===== src/rtl/seven_segment_scan_decoder.sv =====
// -----------------------------------------------------------------------------
// seven_segment_scan_decoder
//
// Purpose
//   Watches the multiplexed drive of an eight-digit seven-segment display
//   (a stopwatch showing MM:SS.CC on digits 5..0) and recovers the displayed
//   time as binary fields. Each digit is accepted only after its an/seg
//   pair has stayed unchanged for SETTLE_CYCLES clocks. Once all six used
//   digits have been captured, the frame is range-checked and published.
//
// Parameters
//   SETTLE_CYCLES  consecutive stable cycles of an/seg before capture (2..255)
//   CLK_HZ         clk frequency, informational only
//
// Ports
//   clk           in   system clock, rising edge
//   rst           in   asynchronous reset, active high
//   seg[6:0]      in   segment bus, active low, {g,f,e,d,c,b,a}
//   an[7:0]       in   digit enables, active low, an[0] = rightmost digit
//   minutes[5:0]  out  last accepted minutes, 0..59
//   seconds[5:0]  out  last accepted seconds, 0..59
//   centiseconds  out  last accepted centiseconds, 0..99 (7 bits)
//   frame_valid   out  one-cycle pulse when the time outputs update
//   decode_err    out  one-cycle pulse on illegal pattern, illegal an, or
//                      out-of-range frame
//
// Optional feature
//   SEG_DECODER_CONFIRM_EN : when defined, a completed in-range frame is only
//   published if it equals the previous completed in-range frame; otherwise
//   it just becomes the new comparison reference.
// -----------------------------------------------------------------------------
module seven_segment_scan_decoder #(
   parameter int SETTLE_CYCLES = 16,
   parameter int CLK_HZ        = 100_000_000
) (
   input  logic       clk,
   input  logic       rst,
   input  logic [6:0] seg,
   input  logic [7:0] an,
   output logic [5:0] minutes,
   output logic [5:0] seconds,
   output logic [6:0] centiseconds,
   output logic       frame_valid,
   output logic       decode_err
);

   localparam bit PARAMS_OK = (SETTLE_CYCLES >= 2) && (SETTLE_CYCLES <= 255) && (CLK_HZ > 0);

   generate
      if (!PARAMS_OK) begin : g_param_check
         $error("seven_segment_scan_decoder: SETTLE_CYCLES must be 2..255 and CLK_HZ positive");
      end
   endgenerate

   // The counter is cleared on the first cycle of a new an/seg value, so the
   // value has been stable for SETTLE_CYCLES cycles when the counter is about
   // to step from SETTLE_CYCLES-2 to SETTLE_CYCLES-1.
   localparam logic [7:0] CNT_LAST = 8'(SETTLE_CYCLES - 2);

   typedef enum logic [1:0] {
      ST_IDLE   = 2'd0,
      ST_SETTLE = 2'd1,
      ST_HELD   = 2'd2
   } state_t;

   // Returns {legal, digit} for an active-low {g..a} pattern.
   function automatic logic [4:0] seg_decode(input logic [6:0] s);
      logic [4:0] r;
      case (s)
         7'h40:   r = {1'b1, 4'd0};
         7'h79:   r = {1'b1, 4'd1};
         7'h24:   r = {1'b1, 4'd2};
         7'h30:   r = {1'b1, 4'd3};
         7'h19:   r = {1'b1, 4'd4};
         7'h12:   r = {1'b1, 4'd5};
         7'h02:   r = {1'b1, 4'd6};
         7'h78:   r = {1'b1, 4'd7};
         7'h00:   r = {1'b1, 4'd8};
         7'h10:   r = {1'b1, 4'd9};
         default: r = 5'b0_0000;
      endcase
      return r;
   endfunction

   // Minutes/seconds only reach the outputs when tens <= 5, so 6 bits hold them.
   function automatic logic [5:0] join_bcd6(input logic [3:0] tens, input logic [3:0] ones);
      return ({2'b00, tens} * 6'd10) + {2'b00, ones};
   endfunction

   function automatic logic [6:0] join_bcd7(input logic [3:0] tens, input logic [3:0] ones);
      return ({3'b000, tens} * 7'd10) + {3'b000, ones};
   endfunction

   state_t           state_q, state_d;
   logic [7:0]       cnt_q, cnt_d;
   logic [7:0]       an_prev_q, an_prev_d;
   logic [6:0]       seg_prev_q, seg_prev_d;
   logic [5:0]       mask_q, mask_d;
   logic [5:0][3:0]  digit_q, digit_d;
   logic [5:0]       min_q, min_d;
   logic [5:0]       sec_q, sec_d;
   logic [6:0]       cs_q, cs_d;
   logic             fv_q, fv_d;
   logic             err_q, err_d;

   logic             an_chg, seg_chg;
   logic             an_blank, an_single, an_multi;
   logic [3:0]       low_cnt;
   logic             settle_done;
   logic             capture_go, mlow_err, cap_err;
   logic [4:0]       seg_dec;
   logic             seg_legal;
   logic [3:0]       seg_digit;
   logic             frame_done, range_bad, frame_ok, publish;
   logic [5:0]       f_min, f_sec;
   logic [6:0]       f_cs;

   assign an_chg      = (an != an_prev_q);
   assign seg_chg     = (seg != seg_prev_q);
   assign low_cnt     = 4'($countones(~an));
   assign an_blank    = (an == 8'hFF);
   assign an_single   = (low_cnt == 4'd1);
   assign an_multi    = (low_cnt >= 4'd2);
   assign settle_done = (cnt_q == CNT_LAST);

   assign seg_dec   = seg_decode(seg);
   assign seg_legal = seg_dec[4];
   assign seg_digit = seg_dec[3:0];

   // A full mask is seen the cycle after the completing capture; the frame is
   // evaluated from the registered digits in that cycle.
   assign frame_done = (mask_q == 6'h3F);
   assign range_bad  = (digit_q[5] > 4'd5) || (digit_q[3] > 4'd5);
   assign frame_ok   = frame_done && !range_bad;
   assign f_min      = join_bcd6(digit_q[5], digit_q[4]);
   assign f_sec      = join_bcd6(digit_q[3], digit_q[2]);
   assign f_cs       = join_bcd7(digit_q[1], digit_q[0]);

   // FSM: state register
   always_ff @(posedge clk or posedge rst) begin
      if (rst) begin
         state_q <= ST_IDLE;
         cnt_q   <= 8'd0;
      end else begin
         state_q <= state_d;
         cnt_q   <= cnt_d;
      end
   end

   // FSM: next state
   always_comb begin : fsm_next
      state_d = state_q;
      cnt_d   = cnt_q;
      if (an_blank || an_multi) begin
         // Blank or several digits enabled at once: nothing to capture.
         state_d = ST_IDLE;
         cnt_d   = 8'd0;
      end else begin
         case (state_q)
            ST_IDLE: begin
               state_d = ST_SETTLE;
               cnt_d   = 8'd0;
            end
            ST_SETTLE: begin
               if (an_chg || seg_chg) begin
                  cnt_d = 8'd0;
               end else if (settle_done) begin
                  state_d = ST_HELD;
                  cnt_d   = 8'd0;
               end else begin
                  cnt_d = cnt_q + 8'd1;
               end
            end
            ST_HELD: begin
               // Segment flicker while the same digit stays enabled is ignored.
               if (an_chg) begin
                  state_d = ST_SETTLE;
                  cnt_d   = 8'd0;
               end
            end
            default: begin
               state_d = ST_IDLE;
               cnt_d   = 8'd0;
            end
         endcase
      end
   end

   // FSM: outputs
   always_comb begin : fsm_out
      capture_go = 1'b0;
      // Multi-low an reports once, when it first appears or changes.
      mlow_err   = an_multi && an_chg;
      if ((state_q == ST_SETTLE) && an_single && !an_chg && !seg_chg && settle_done) begin
         capture_go = 1'b1;
      end
   end

`ifdef SEG_DECODER_CONFIRM_EN
   logic        ref_vld_q, ref_vld_d;
   logic [18:0] ref_q, ref_d;
   logic [18:0] frame_key;

   assign frame_key = {f_min, f_sec, f_cs};

   always_comb begin : confirm_logic
      ref_vld_d = ref_vld_q;
      ref_d     = ref_q;
      publish   = frame_ok && ref_vld_q && (ref_q == frame_key);
      if (frame_ok) begin
         ref_vld_d = 1'b1;
         ref_d     = frame_key;
      end
   end

   always_ff @(posedge clk or posedge rst) begin
      if (rst) begin
         ref_vld_q <= 1'b0;
         ref_q     <= 19'd0;
      end else begin
         ref_vld_q <= ref_vld_d;
         ref_q     <= ref_d;
      end
   end
`else
   assign publish = frame_ok;
`endif

   // Capture, frame assembly and output update
   always_comb begin : datapath
      an_prev_d  = an;
      seg_prev_d = seg;
      digit_d    = digit_q;
      mask_d     = frame_done ? 6'h00 : mask_q;
      cap_err    = 1'b0;
      // Only slots 0..5 carry time digits; captures on an[7:6] do nothing.
      for (int i = 0; i < 6; i++) begin
         if (capture_go && !an[i]) begin
            if (seg_legal) begin
               digit_d[i] = seg_digit;
               mask_d[i]  = 1'b1;
            end else begin
               cap_err = 1'b1;
            end
         end
      end
      min_d = min_q;
      sec_d = sec_q;
      cs_d  = cs_q;
      if (publish) begin
         min_d = f_min;
         sec_d = f_sec;
         cs_d  = f_cs;
      end
      fv_d  = publish;
      err_d = mlow_err || cap_err || (frame_done && range_bad);
   end

   always_ff @(posedge clk or posedge rst) begin
      if (rst) begin
         an_prev_q  <= 8'hFF;
         seg_prev_q <= 7'h7F;
         mask_q     <= 6'h00;
         digit_q    <= '0;
         min_q      <= 6'd0;
         sec_q      <= 6'd0;
         cs_q       <= 7'd0;
         fv_q       <= 1'b0;
         err_q      <= 1'b0;
      end else begin
         an_prev_q  <= an_prev_d;
         seg_prev_q <= seg_prev_d;
         mask_q     <= mask_d;
         digit_q    <= digit_d;
         min_q      <= min_d;
         sec_q      <= sec_d;
         cs_q       <= cs_d;
         fv_q       <= fv_d;
         err_q      <= err_d;
      end
   end

   assign minutes      = min_q;
   assign seconds      = sec_q;
   assign centiseconds = cs_q;
   assign frame_valid  = fv_q;
   assign decode_err   = err_q;

endmodule


===== config.mk =====
export PLATFORM = sky130hd
export DESIGN_NAME = seven_segment_scan_decoder
export DESIGN_NICKNAME = d
export VERILOG_FILES = /design/src/rtl/seven_segment_scan_decoder.sv
export SDC_FILE = /design/constraint.sdc
export NUM_CORES = 1
export LEC_CHECK = 0
export CAP_MARGIN = 10
export CORE_ASPECT_RATIO = 2
export CORE_MARGIN = 2
export CORE_UTILIZATION = 30
export DETAILED_ROUTE_END_ITERATION = 10
export PLACE_DENSITY = 0.48
export RECOVER_POWER = 25
export SLEW_MARGIN = 10
export SYNTH_ARGS = -nofsm -noshare
export SYNTH_HDL_FRONTEND = slang
export SYNTH_SLANG_ARGS = --single-unit

===== constraint.sdc =====
create_clock -name clk -period 3.5 [get_ports clk]
set_input_delay 0.875 -clock clk [delete_from_list [all_inputs] [get_ports clk]]
set_output_delay 0.875 -clock clk [all_outputs]
set_load 0.01 [all_outputs]

==> run metrics, run 1 <==
status complete, but fails checks; failing checks negative setup slack; Final #Nets 503; DP Worst Slack -1.89 ns; Critical Path Fanout Max 6; Starting Density 30.5%; proportion of layout cells with a drive suffix above 1 19.7%; GRT busiest layer met2; HP Class reg2reg; fmax 0.211 GHz; initial antenna violation count 0; drt first-iter violations 99; clk sink count 76; Least-Margin Pin Slew 1.22 ns; CTS tree built; Num CTS Buffers 9; Power Dens Cells 439 mW/mm²; min Tclk post-route 4.74 ns; Switching Fraction 22.4%; hold_sp centiseconds[1]; top_reg_cell synth dfrtp_1; cell with the most instances after synthesis dfrtp_1; final setup margin -1.24 ns; post-synthesis register bit count 76; Most common cell on crit path fa_1; most frequent cells after synthesis dfrtp_1, nand2_1, inv_1, o21ai_0; Peak supply drop 0.232 mV; Worst Skew 0.00760 ns; IO buf count 37; largest net degree at the start of global routing 37; clk root buf clkbuf_16; Die Area 0.0147 mm²; Worst R2R Setup Slack 1.06 ns; Worst Setup End Kind flop; Hold Path End centiseconds[1]; Leakage 2.56 nW; Tcrit/Tclk final 135%; Ant. Diodes 0; CP max stage delay 0.60 ns; clock-pin slew on the worst setup and hold paths 0.06 ns; critical path cell sequence buf_6 -> fa_1 -> inv_1 -> fa_1 -> fa_1 -> ha_2 -> inv_2 -> fa_1 -> and4bb_2 -> a32oi_2 -> or4_4 -> buf_6 -> or4_4 -> o2bb2ai_1; placed cells 594; net count after synthesis 443; Via density 4.71; unrepaired setup endpoints after global routing true; Seq/Total Area, Yosys 46.9%; Syn. warnings 0; GPL Wtd Cong 0.836; Distinct cells, synth 45; CTS H-tree lvls 3; Hold Crit Depth 2; number of flops mapped to enable cells by yosys 0; critical path class in2reg; combinational share of power 11.4%; Post-synth ARST share 100%; slowest CP cell or4_4; grt met1 use 13.4%; core area 0.0134 mm²; worst skew pair latency 0.33 ns; Post-Route WL 9000 µm; Slew Limit Headroom 18.3%; top cell type's share of synthesized area 37.2%; post-route ant nets 0; die width 86.7 µm; vias in the first global route 3191; maxcap violations 0; TritonRoute pass-1 iters 4; P_int 1.80 mW; global route overflow 0; M3 GR Usage 2.43%; final hold violations 0; CP arrival 4.94 ns; Area contributors post-synth dfrtp_1, dfstp_2, ha_1; routed vias 2886; Site Rows 60; first-pass GRT wire length 15300 µm; drt wl/cell 14.7 µm; P_sw 0.518 mW; # DRC 0; Flop pwr share 39.6%; # IOs 38; Detail Placement HPWL 7030 µm; Setup TNS -41.86 ns; area grow syn2layout 28.8%; critical path data required time 3.70 ns; total track usage 13.4%; final setup violation count 41; Clock power frac 49.0%; Mapped Cells 394; synthesized area per cell 10.4 µm²; area leader, netlist dfrtp_1; R2R depth 8; startpoint types input pin; Die Ht 169 µm; GRT met2 Usage 26.1%; Mapped Area 0.00410 mm²; Final Non-Filler Cells 613; worst r2r dst digit_q[5]; Reg-to-Reg Start cnt_q[0]; Slew Viols, Final 0; buffer depth of the longest clock path 2
-- power by group through the flow --
stage               Clock [mW]  Combinational [mW]  Sequential, mW
finish                    1.14               0.265           0.916
global route              1.21               0.292           0.918
CTS                       1.16               0.269           0.916
detailed placement           0               0.231           0.931
global placement             0               0.226           0.931
floorplan                    0               0.118           0.932
-- stage by stage --
stage          hold WS (ns)  total power [mW]  instance area (µm²)  utilization, %
2_1_floorplan         0.439              1.05                 4160               -
3_3_place_gp          0.460              1.16                 4810            35.8
3_5_place_dp          0.467              1.16                 4810            35.8
4_1_cts               0.483              2.35                 5270            39.2
5_1_grt               0.512              2.42                 5280            39.3
6_report              0.474              2.32                 5280            39.3
-- cells by family after synthesis --
group                    synth area share, %
flip-flops                              46.9
buffers and inverters                   5.56
adder cells (fa/ha/maj)                 11.2
AND/OR/NAND/NOR                         15.6
AO/OA/AOI/OAI                           9.31
multiplexers                            5.04
XOR/XNOR                                6.41
-- state kept, by name (all words and copies together) (netlist names) --
signal / cells
mask_q: 6
frame_valid: 1
minutes: 6
seg_prev_q: 7
digit_q: 24
an_prev_q: 8
state_q: 2
decode_err: 1
centiseconds: 7
cnt_q: 8
seconds: 6
-- how the worst max path moves through the flow --
stage           from           to  slack, ns  cells after the start
4_1_cts        an[0]   digit_q[1]      -1.29                     13
5_1_grt        an[0]   digit_q[4]      -1.33                     14
3_5_place_dp   an[0]  digit_q[18]      -1.89                     13
3_3_place_gp   an[0]   digit_q[4]      -1.82                     13
6_report       an[0]   digit_q[5]      -1.24                     14
2_1_floorplan  an[0]   digit_q[1]      -1.37                     13
-- layout make-up --
| cell class | count | area (µm²) |
|---|---|---|
| multi-input combinational | 263 | 2080 |
| clock buffer | 9 | 225 |
| tap | 155 | 194 |
| timing repair buffer | 63 | 569 |
| inverter | 41 | 154 |
| sequential | 76 | 1920 |
| fill | 1354 | 8160 |
| clock inverter | 6 | 138 |
-- timing repair --
item                       CTS  global route
setup endpoints to repair   41            41
setup buffers                2             1
cloned                       1             0
gates resized for setup     31             6
hold buffers                 0             0
pin swaps                   15             9
-- placed cells by master (no fill, tap or decap), types with 3 or more instances in the layout --
cell	count
nor3b_2	3
dfstp_2	15
nor2b_1	3
o21ai_0	24
or4_1	4
buf_4	15
nor4_2	3
o21ai_2	3
and3_1	6
clkbuf_1	5
nor3_1	3
dlygate4sd3_1	9
dfrtp_1	61
a21oi_1	7
nand2_1	54
clkdlybuf4s50_1	25
nor2_1	11
clkbuf_16	9
a21o_1	7
inv_1	40
nor4_1	3
nand3_1	6
nand2_2	3
xor2_1	24
buf_6	6
o2bb2ai_1	6
fa_1	8
o21bai_1	3
ha_1	23
nor3_2	3
or4_4	3
bufinv_16	4
xnor2_1	6
mux2i_1	18
-- layer usage --
| metal | wire (µm) | vias up | part of all wire [%] |
|---|---|---|---|
| met4 | 231 | 0 | 2.6 |
| met1 | 3330 | 1386 | 37 |
| met2 | 5250 | 40 | 58 |
| met3 | 183 | 14 | 2.0 |
| met5 | 0 | - | 0 |
| li1 | - | 1446 | - |
-- critical path, delay by kind of cell --
kind | cells | cell delay (ns)
adder cells (fa/ha/maj) | 5 | 2.15
AND/OR/NAND/NOR | 3 | 1.37
buffers and inverters | 4 | 0.34
AO/OA/AOI/OAI | 2 | 0.21
(Power assumes the default switching activity.)
==> run 2, diff against run 1 <==
--- a/config.mk
+++ b/config.mk
@@ -9,6 +9,8 @@
 export CORE_ASPECT_RATIO = 2
 export CORE_MARGIN = 2
 export CORE_UTILIZATION = 30
+export CTS_BUF_LIST = sky130_fd_sc_hd__clkbuf_8
+export CTS_CLUSTER_SIZE = 24
 export DETAILED_ROUTE_END_ITERATION = 10
 export PLACE_DENSITY = 0.48
 export RECOVER_POWER = 25
@@ -16,3 +18,4 @@
 export SYNTH_ARGS = -nofsm -noshare
 export SYNTH_HDL_FRONTEND = slang
 export SYNTH_SLANG_ARGS = --single-unit
+export TNS_END_PERCENT = 1
==> run 2 against run 1 <==
Against the previous run: the flow still finishes with violations (negative setup slack); die area did not move; flip-flop and latch count did not move; critical path depth fell by 1; core utilization fell by 1.7 points; clock power fell by 35%; global-route usage fell by 0.46 points; critical endpoint is now digit_q[1].
==> run metrics, run 2 (synthesized netlist as in run 1, its figures left out) <==
status complete, but fails checks; failing checks negative setup slack; Flop pwr share 48.3% (+8.7 points); largest net degree at the start of global routing 53 (+43%); core area 0.0134 mm² (unchanged); die width 86.7 µm (unchanged); post-route ant nets 0 (unchanged); multi-input logic area 0.00203 mm² (-2.4%); Detail Placement HPWL 6820 µm (-3.0%); Die Ht 169 µm (unchanged); Via density 4.77 (+1.3%); Site Rows 60 (unchanged); Power Dens Cells 376 mW/mm² (-14%); clock-pin slew on the worst setup and hold paths 0.08 ns (+0.02 ns); Switching Fraction 25.4% (+3.0 points); Post-Route WL 8840 µm (-1.8%); final setup margin -1.13 ns (+0.108 ns); CTS H-tree lvls 3 (unchanged); Post-CTS Hold Buffers 0 (unchanged); Starting Density 30.5% (unchanged); slowest CP cell or4_4; P_sw 0.482 mW (-6.9%); DP Worst Slack -1.88 ns (+0.0121 ns); Worst Setup End Kind flop; clk root buf clkbuf_8; CP arrival 4.87 ns (-0.07 ns); Tcrit/Tclk final 132% (-3.1 points); CTS tree built; first-pass GRT wire length 14700 µm (-3.8%); clk sink count 76 (unchanged); Most common cell on crit path fa_1; Clock power frac 38.8% (-10 points); commonest non-fill, non-tap cell in the layout dfrtp_1; unrepaired setup endpoints after global routing true; proportion of layout cells with a drive suffix above 1 17.1% (-2.5 points); critical path class in2reg; # DRC 0 (unchanged); Slew Limit Headroom 31.7% (+13 points); Filler Cells Inserted 1353 (-0.074%); critical path data required time 3.74 ns (+0.04 ns); startpoint types input pin; buffer depth of the longest clock path 2 (unchanged); Sequential Area 0.00192 mm² (unchanged); area grow syn2layout 23.2%; Slew Viols, Final 0 (unchanged); drt first-iter violations 86 (-13%); Hold Crit Depth 2 (unchanged); final hold violations 0 (unchanged); TritonRoute pass-1 iters 4 (unchanged); maxcap violations 0 (unchanged); Worst R2R Setup Slack 1.17 ns (+0.11 ns); combinational share of power 12.9% (+1.5 points); GPL Wtd Cong 0.813 (-2.7%); CP Depth 13 (-1); R2R depth 7 (-1); Critical Path Fanout Max 7 (+1); vias in the first global route 2999 (-6.0%); Ant. Diodes 0 (unchanged); Final #Nets 500 (-0.60%); critical path cell sequence buf_6 -> fa_1 -> inv_2 -> fa_1 -> fa_1 -> ha_2 -> inv_2 -> fa_2 -> and4bb_2 -> a32oi_2 -> or4_4 -> or4_4 -> mux2_4; max FFs per register 24 (unchanged); Setup TNS -38.23 ns (+3.64 ns); most frequent cells in the layout dfrtp_1, nand2_1, inv_1, clkdlybuf4s50_1, o21ai_0; Leakage 2.45 nW (-4.3%); Worst Skew 0.00835 ns (+0.000757 ns); drt wl/cell 14.5 µm (-1.4%); min Tclk post-route 4.63 ns (-0.108 ns); area post-placement 0.00477 mm² (-0.83%); Peak supply drop 0.158 mV (-32%); Die Area 0.0147 mm² (unchanged); total track usage 13.0% (-0.46 points); P_int 1.42 mW (-21%); Buf/Inv on CP 3 (-1); HP Class reg2reg; final setup violation count 41 (unchanged); Num CTS Buffers 9 (unchanged); critical path's top delay family adder cells; initial antenna violation count 0 (unchanged); Least-Margin Pin Slew 1.02 ns (-0.201 ns); Largest regs digit_q x24, an_prev_q x8, cnt_q x8; global route overflow 0 (unchanged); IO buf count 37 (unchanged); Final Cell Area 0.00505 mm² (-4.4%); # IOs 38 (unchanged); CP max stage delay 0.60 ns (about the same); fmax 0.216 GHz (+2.3%); Biggest register digit_q; routed vias 2913 (+0.94%); worst skew pair latency 0.36 ns (+0.03 ns)
==> run 2: cell count changes in the layout (fill, tap and decap cells not counted), sizes merged, moves of 2 or more <==
cell,change
clkbuf,+4
bufinv,-2
buf,-6
clkinvlp,+2
dlygate4sd3,-3
clkdlybuf4s50,+3
==> run 2: path summary, 6_finish.rpt <==
kind	start	to
setup reg to reg	cnt_q[0]	digit_q[1]
setup / recovery	an[1]	digit_q[1]
hold / removal	centiseconds[1]	centiseconds[1]
min in group asynchronous	rst	digit_q[7]
hold reg to reg	centiseconds[1]	centiseconds[1]
max in group asynchronous	rst	an_prev_q[6]
==> run 2: timing repair <==
item                                    in CTS  in global routing
pin swaps                                   13                  8
buffers inserted                             2                  0
endpoints found under the setup margin      41                 41
gates resized for setup                     25                 11
==> run 2: final cells by class <==
class	count	share of cell area (%)
clock buffer	9	2.45
clock inverter	7	1.83
inverter	41	3.05
multi-input combinational	262	40.2
sequential	76	38.0
tap	155	3.84
timing repair buffer	61	10.6
==> run 2: routing by layer <==
metal  up-vias  routed length [µm]  global-route usage (%)
li1       1434                   -                       -
met1      1414                3320                    13.7
met2        49                5050                    24.0
met3        16                 238                    2.29
met4         0                 234                    6.11
met5         -                   0                       0
==> run 2: stage by stage <==
step	instances	hold slack (ns)	utilization [%]	total power, mW
2_1_floorplan	394	0.439	-	1.05
3_3_place_gp	593	0.458	35.5	1.15
3_5_place_dp	593	0.465	35.5	1.16
4_1_cts	611	0.482	37.5	1.94
5_1_grt	611	0.512	37.6	2.00
6_report	611	0.478	37.6	1.90
==> run 2: worst register-to-register path: cells and delay by family (launching register included) <==
| family | cells | cell delay [ns] |
|---|---|---|
| fa+ha+maj | 1 | 0.13 |
| mux | 1 | 0.31 |
| flops | 1 | 0.42 |
| simple gates | 4 | 1.29 |
| buf+inv | 1 | 0.07 |
==> run 2: power by group through the flow <==
| stage | combinational, mW | clock (mW) | sequential, mW |
|---|---|---|---|
| 5_1_grt | 0.276 | 0.803 | 0.919 |
| 4_1_cts | 0.254 | 0.768 | 0.916 |
| 2_1_floorplan | 0.116 | 0 | 0.932 |
| 3_5_place_dp | 0.230 | 0 | 0.931 |
| 6_report | 0.246 | 0.737 | 0.917 |
| 3_3_place_gp | 0.224 | 0 | 0.930 |
==> run 3, diff against run 2 <==
--- a/config.mk
+++ b/config.mk
@@ -12,9 +12,10 @@
 export CTS_BUF_LIST = sky130_fd_sc_hd__clkbuf_8
 export CTS_CLUSTER_SIZE = 24
 export DETAILED_ROUTE_END_ITERATION = 10
+export HOLD_SLACK_MARGIN = 0.15
 export PLACE_DENSITY = 0.48
 export RECOVER_POWER = 25
-export SLEW_MARGIN = 10
+export SLEW_MARGIN = 20
 export SYNTH_ARGS = -nofsm -noshare
 export SYNTH_HDL_FRONTEND = slang
 export SYNTH_SLANG_ARGS = --single-unit
==> results of run 3 <==
No change in the layout: final DEF, timing and power equal those of run 2.
